[src/rtl/iob_ibus_dbus_arbiter.sv]
// iob_ibus_dbus_arbiter: round-robin share of one IOb memory port between CPU ibus and dbus
// Ports: clk_i/arst_i/cke_i clock, async active-high reset, clock enable;
//        i_* ibus slave port, d_* dbus slave port, m_* memory master port;
//        grant_o registered one-hot owner {dbus,ibus}, 00 when idle.
module iob_ibus_dbus_arbiter #(
    parameter int ADDR_W = 32,
    parameter int DATA_W = 32
) (
    input  logic                clk_i,
    input  logic                arst_i,
    input  logic                cke_i,
    input  logic                i_avalid_i,
    input  logic [ADDR_W-1:0]   i_addr_i,
    input  logic [DATA_W-1:0]   i_wdata_i,
    input  logic [DATA_W/8-1:0] i_wstrb_i,
    output logic [DATA_W-1:0]   i_rdata_o,
    output logic                i_rvalid_o,
    output logic                i_ready_o,
    input  logic                d_avalid_i,
    input  logic [ADDR_W-1:0]   d_addr_i,
    input  logic [DATA_W-1:0]   d_wdata_i,
    input  logic [DATA_W/8-1:0] d_wstrb_i,
    output logic [DATA_W-1:0]   d_rdata_o,
    output logic                d_rvalid_o,
    output logic                d_ready_o,
    output logic                m_avalid_o,
    output logic [ADDR_W-1:0]   m_addr_o,
    output logic [DATA_W-1:0]   m_wdata_o,
    output logic [DATA_W/8-1:0] m_wstrb_o,
    input  logic [DATA_W-1:0]   m_rdata_i,
    input  logic                m_rvalid_i,
    input  logic                m_ready_i,
    output logic [1:0]          grant_o
);
    typedef enum logic [1:0] {IDLE, HOLD, WAIT_R} state_t;
    state_t state, state_n;
    logic owner, owner_n, last, last_n, sel, sel_av, fwd, acc, rd;
    always_comb begin
        // on a tie the bus not served last wins; outside IDLE the owner is locked
        sel       = (state == IDLE) ? ((i_avalid_i && d_avalid_i) ? ~last : d_avalid_i) : owner;
        sel_av    = sel ? d_avalid_i : i_avalid_i;
        fwd       = (state != WAIT_R) && sel_av;
        m_avalid_o = fwd;
        m_addr_o  = fwd ? (sel ? d_addr_i : i_addr_i) : '0;
        m_wdata_o = fwd ? (sel ? d_wdata_i : i_wdata_i) : '0;
        m_wstrb_o = fwd ? (sel ? d_wstrb_i : i_wstrb_i) : '0;
        i_ready_o = fwd && !sel && m_ready_i;
        d_ready_o = fwd && sel && m_ready_i;
        i_rdata_o = m_rdata_i;
        d_rdata_o = m_rdata_i;
        i_rvalid_o = (state == WAIT_R) && !owner && m_rvalid_i;
        d_rvalid_o = (state == WAIT_R) && owner && m_rvalid_i;
        rd        = (m_wstrb_o == '0);
        acc       = fwd && m_ready_i;
        state_n   = (state == WAIT_R) ? (m_rvalid_i ? IDLE : WAIT_R) :
                    !fwd ? IDLE : !m_ready_i ? HOLD : rd ? WAIT_R : IDLE;
        // owner only needs to be captured when the bus stays locked (stall or read)
        owner_n   = (fwd && !(acc && !rd)) ? sel : owner;
        last_n    = acc ? sel : last;
    end
    always_ff @(posedge clk_i or posedge arst_i) begin
        if (arst_i) begin
            state <= IDLE;
            owner <= 1'b0;
            last  <= 1'b0;
        end else if (cke_i) begin
            state <= state_n;
            owner <= owner_n;
            last  <= last_n;
        end
    end
    assign grant_o = (state == IDLE) ? 2'b00 : (owner ? 2'b10 : 2'b01);
endmodule

[config.mk]
export PLATFORM = sky130hd
export DESIGN_NAME = iob_ibus_dbus_arbiter
export DESIGN_NICKNAME = d
export VERILOG_FILES = /design/src/rtl/iob_ibus_dbus_arbiter.sv
export SDC_FILE = /design/constraint.sdc
export NUM_CORES = 1
export LEC_CHECK = 0
export BUFFER_PORTS_ARGS = -buffer_cell sky130_fd_sc_hd__buf_2
export CORE_AREA = 10 10 115 117
export CTS_BUF_LIST = sky130_fd_sc_hd__clkbuf_4
export DETAILED_ROUTE_END_ITERATION = 7
export DIE_AREA = 0 0 125 127
export PLACE_DENSITY = 0.58
export SLEW_MARGIN = 15
export SYNTH_ARGS = -nofsm -noshare
export SYNTH_HDL_FRONTEND = slang
export SYNTH_SLANG_ARGS = --single-unit
[constraint.sdc]
create_clock -name clk_i -period 2.9 [get_ports clk_i]
set_input_delay 0.435 -clock clk_i [delete_from_list [all_inputs] [get_ports clk_i]]
set_output_delay 0.435 -clock clk_i [all_outputs]
set_load 0.01 [all_outputs]
# --- Word-level counts from Yosys, hierarchy flattened ---
# Index checks and enable logic that the tools add are counted.
totals:
  register_bits: 4
  latch_bits: 0
  ram_bits: 0
  mem_bits_ro: 0
  inputBits: 175
  out_inout_bits: 139
  wordCells: 43
  memories: 0
op_classes:
  addsub: 0
  multipliers: 0
  n_div: 0
  magnitude_cmp: 0
  n_eq_ne: 2
  shifts: 0
  mux: 16
  bitwise_logic: 1
  n_reduce_logical: 21
ops:
  columns: ["operator", "count"]
  rows:
  - ["$mux W32", 4]
  - ["$mux W2", 7]
  - ["$logic_and A1 B1 Y1", 13]
  - ["$mux W4", 2]
  - ["$logic_not A1 Y1", 4]
  - ["$logic_not A4 Y1", 1]
  - ["$reduce_and A2 Y1", 2]
  - ["$mux W1", 3]
  - ["$eq A2 B2 Y1 const B", 1]
  - ["$logic_not A2 Y1", 1]
  - ["$ne A2 B2 Y1 const B", 1]
  - ["$not A1 Y1", 1]

# --- Logic depth before layout (Yosys ltp) ---
logic_depth:
  ltp_word: 12
  ltp_mapped: 6
  mapped_depth_nobuf: 5

# --- Least setup slack after synthesis ---
# OpenSTA, ideal clock, no wires.
synth_path:
  path_kind: "register to output"
  from: "register state[0]"
  to: "output port m_addr_o[13]"
  arrival_ns: 1.320
  t_required_ns: 2.465
  setup_slack_ns: 1.145
  stages_incl_launch_ff: 7
  cell_sequence: "dfrtp_1 -> nor2_4 -> a22oi_1 -> nor2b_1 -> buf_4 -> buf_4 -> a22o_1"
synth_via:
  elab_chain_cells: 5
  word_cells_on_any_way: 7
synth_lines:
  columns: ["item", "line", "rtl"]
  rows:
  - ["start: declaration", "36", "state_t state, state_n;"]
  - ["start signal: assignment", "67", "state <= state_n;"]
  - ["$logic_not A2 Y1", "40", "sel = (state == IDLE) ? ((i_avalid_i && d_avalid_i) ? ~last : d_avalid_i) : owner;"]
  - ["$mux W1", "40", null]
  - ["$mux W1", "41", "sel_av = sel ? d_avalid_i : i_avalid_i;"]
  - ["$logic_and A1 B1 Y1", "42", "fwd = (state != WAIT_R) && sel_av;"]
  - ["$mux W32 (*)", "44", "m_addr_o = fwd ? (sel ? d_addr_i : i_addr_i) : '0;"]
  - ["end: declaration", "27", "output logic [ADDR_W-1:0] m_addr_o,"]
# Mark *: on every way between the ends. The rest lies on a longest branch, timed or not.

# --- Worst setup path in the final report ---
layout_path:
  from: "register state[0]"
  to: "output port m_wdata_o[14]"
layout_via:
  elab_chain_cells: 5
  word_cells_on_any_way: 7
layout_lines:
  columns: ["item", "line", "rtl"]
  rows:
  - ["$logic_not A2 Y1", "40", null]
  - ["$mux W1", "40", null]
  - ["$mux W1", "41", null]
  - ["$logic_and A1 B1 Y1", "42", null]
  - ["$mux W32 (*)", "45", "m_wdata_o = fwd ? (sel ? d_wdata_i : i_wdata_i) : '0;"]
  - ["end: declaration", "28", "output logic [DATA_W-1:0] m_wdata_o,"]
# Marks and branches as above.

==> run summary <==
- number of max-capacitance violations reported: 0
- relative max-transition margin: 0.750
- Setup violations, final: 0
- Total Power: 809 uW
- highest fanout seen on the critical path: 65
- net count of the mapped netlist: 370
- Longest Clk Path Bufs: 2
- number of buffers inserted by hold repair at cts: 0
- most frequent cell after synthesis: buf_4
- Arr. time, crit path: 1890 ps
- Synth Warn #: 0
- power density over cell area: 349 nW/um^2
- endpoint kind of the worst setup timing path: primary output
- initial antenna violation count: 0
- clock period minus final worst setup slack: 2320 ps
- DRT antenna net count: 0
- Reg clk slew, reported paths: 40 ps
- x dimension of the die: 125 um
- critical register-to-register path startpoint: owner
- Worst Tran Pin Value: 372 ps
- # clock sinks: 4
- top cell type by total area after synthesis: buf_4
- area used by sequential logic in the layout: 100 sq um
- Worst VDD drop: 0.191 mV
- DRC violation count after routing: 0
- clock buffer count from CTS: 3
- global-route usage over all layers: 0.0983
- aggregate routed wire length: 8980 um
- Cells after Synth: 195
- worst-case clock skew: 3.03 ps
- startpoint kind of the worst setup timing path: flop
- CP required: 2470 ps
- Layout Cells excl Fill: 482
- max-slew violation count: 0
- Starting Density: 0.141
- number of enable-type register cells in the synthesized netlist: 0
- latest clock arrival within the worst-skew pair: 230 ps
- share of cells above drive strength 1: 0.678
- fmax: 431 MHz
- Hold Violations, Final: 0
- accumulated negative setup slack: 0 ps
- top cells by area in the synthesized netlist: buf_4, a22o_1, dfrtp_1
- FFs w/ async S/R, synth: 1.00
- part of the Yosys area used for sequential elements: 0.0639
- number of buffers inserted by post-CTS setup repair: 0
- critical path launch point: state[0]
- dpl hpwl: 7950 um
- Syn-to-layout area delta: 47.9%
- net count reported at finish: 515
- leading cell types by count after synthesis: buf_4, a22o_1, nor2_1, mux2i_1
- violation count after the first detailed-route iteration: 83
- post-route worst hold slack: 69.4 ps
- setup repair after global routing missed its margin: no
- global route overflow: 0
- static power due to leakage: 0.00140 uW
- total core area: 11,100 sq um
- area occupied by multi-input gates: 867 sq um
- fraction of synthesized cell area taken by the top area cell type: 0.369
- type of the worst setup path: flop to primary output
- per-cell routed wire length: 18.6 um
- most instantiated flip-flop cell in the synthesis netlist: dfrtp_1
- Die Height: 127 um
- global placer's final weighted congestion: 0.896
- largest net degree at the start of global routing: 66
- die area: 15,900 sq um
- result of the run: finished clean
- # IOs: 314
- Vias per Instance: 4.28
- worst min path class: input pin to async pin
- post_cts resized: 0
- number of core rows: 39
- number of buffer cells added on primary ports: 217
- H-tree depth: 1
- first-pass GRT wire length: 13,000 um
- drt first pass iters: 4
- cell area after synthesis: 1570 sq um
- Distinct cells, synth: 27
- final cycle utilization of the critical path: 0.801
- vias after detailed routing: 2,061
- layout filler cell count: 1,247
- final design utilization: 0.208
- via count of the first global-routing pass: 2,263
- syn avg cell area: 8.03 sq um
- TritonCTS clock tree: done
- Placed Instances: 478
- CTS Root Cell: clkbuf_4
- #FFs+latches synth: 4
-- critical path: stages, from the launching register on --
cell and delay [ps]:
dfrtp_1 470, nor2_4 220, a22oi_1 130, nor2b_4 150, buf_12 240, a22o_1 220, buf_2 150
-- worst paths after layout --
path / endpoint / slack, ps / cells after the start
min in group clk_i: state[0] / 480 / 2
hold / removal: state[1] / 70 / 2
setup reg to reg: last / 1420 / 5
setup / recovery: m_wdata_o[14] / 580 / 6
hold reg to reg: last / 590 / 2
max in group asynchronous: last / 2680 / 2
-- logic make-up after synthesis --
kind of cell | share of synthesized area
AOI/OAI and AO/OA | 0.423
muxes | 0.0447
buffers and inverters | 0.388
DFF | 0.0639
and+or+nand+nor | 0.0807
-- layout by cell type, fill, tap and decap left out, drive strengths merged, types with 2 or more instances in the layout --
cell and count:
a22o 64, a22oi 2, and2 2, buf 219, clkbuf 3, dfrtp 4, inv 4, mux2i 7
nand2 4, nor2 10, nor2b 2, nor4 2, o21a 2, o21ai 2
-- stage by stage --
step	instance area [sq um]	setup WS (ps)
floorplan	1570	1140
global placement	2290	806
CTS	2310	548
finish	2320	578
global route	2310	458
detailed placement	2290	762
-- state kept, by name (all words and copies together), names as in the netlist --
| register | flops |
|---|---|
| last | 1 |
| owner | 1 |
| state | 2 |
-- report_power, final --
part	switching [uW]	leakage [uW]	internal (uW)
Clock	22.1	0.0000138	46.2
Combinational	344	0.00133	319
Sequential	13.2	0.0000526	64.4
Total	380	0.00140	430
-- area by class of cell --
type                    count  share of cell area
flip-flops and latches      4              0.0432
multi-input cells         107               0.374
clock buffers               3             0.00972
well taps                 143              0.0772
repair buffers            219               0.486
diodes                      1             0.00108
inverters                   5             0.00864
-- metal layers --
metal  up-vias  global-route usage  wire [um]
met5         -                   0          0
met4         0              0.0176        102
met3        18              0.0471       1220
met2       171               0.173       4370
met1       920               0.106       3290
li1        952                   -          -
No activity file was read; power rests on OpenSTA's default activity.
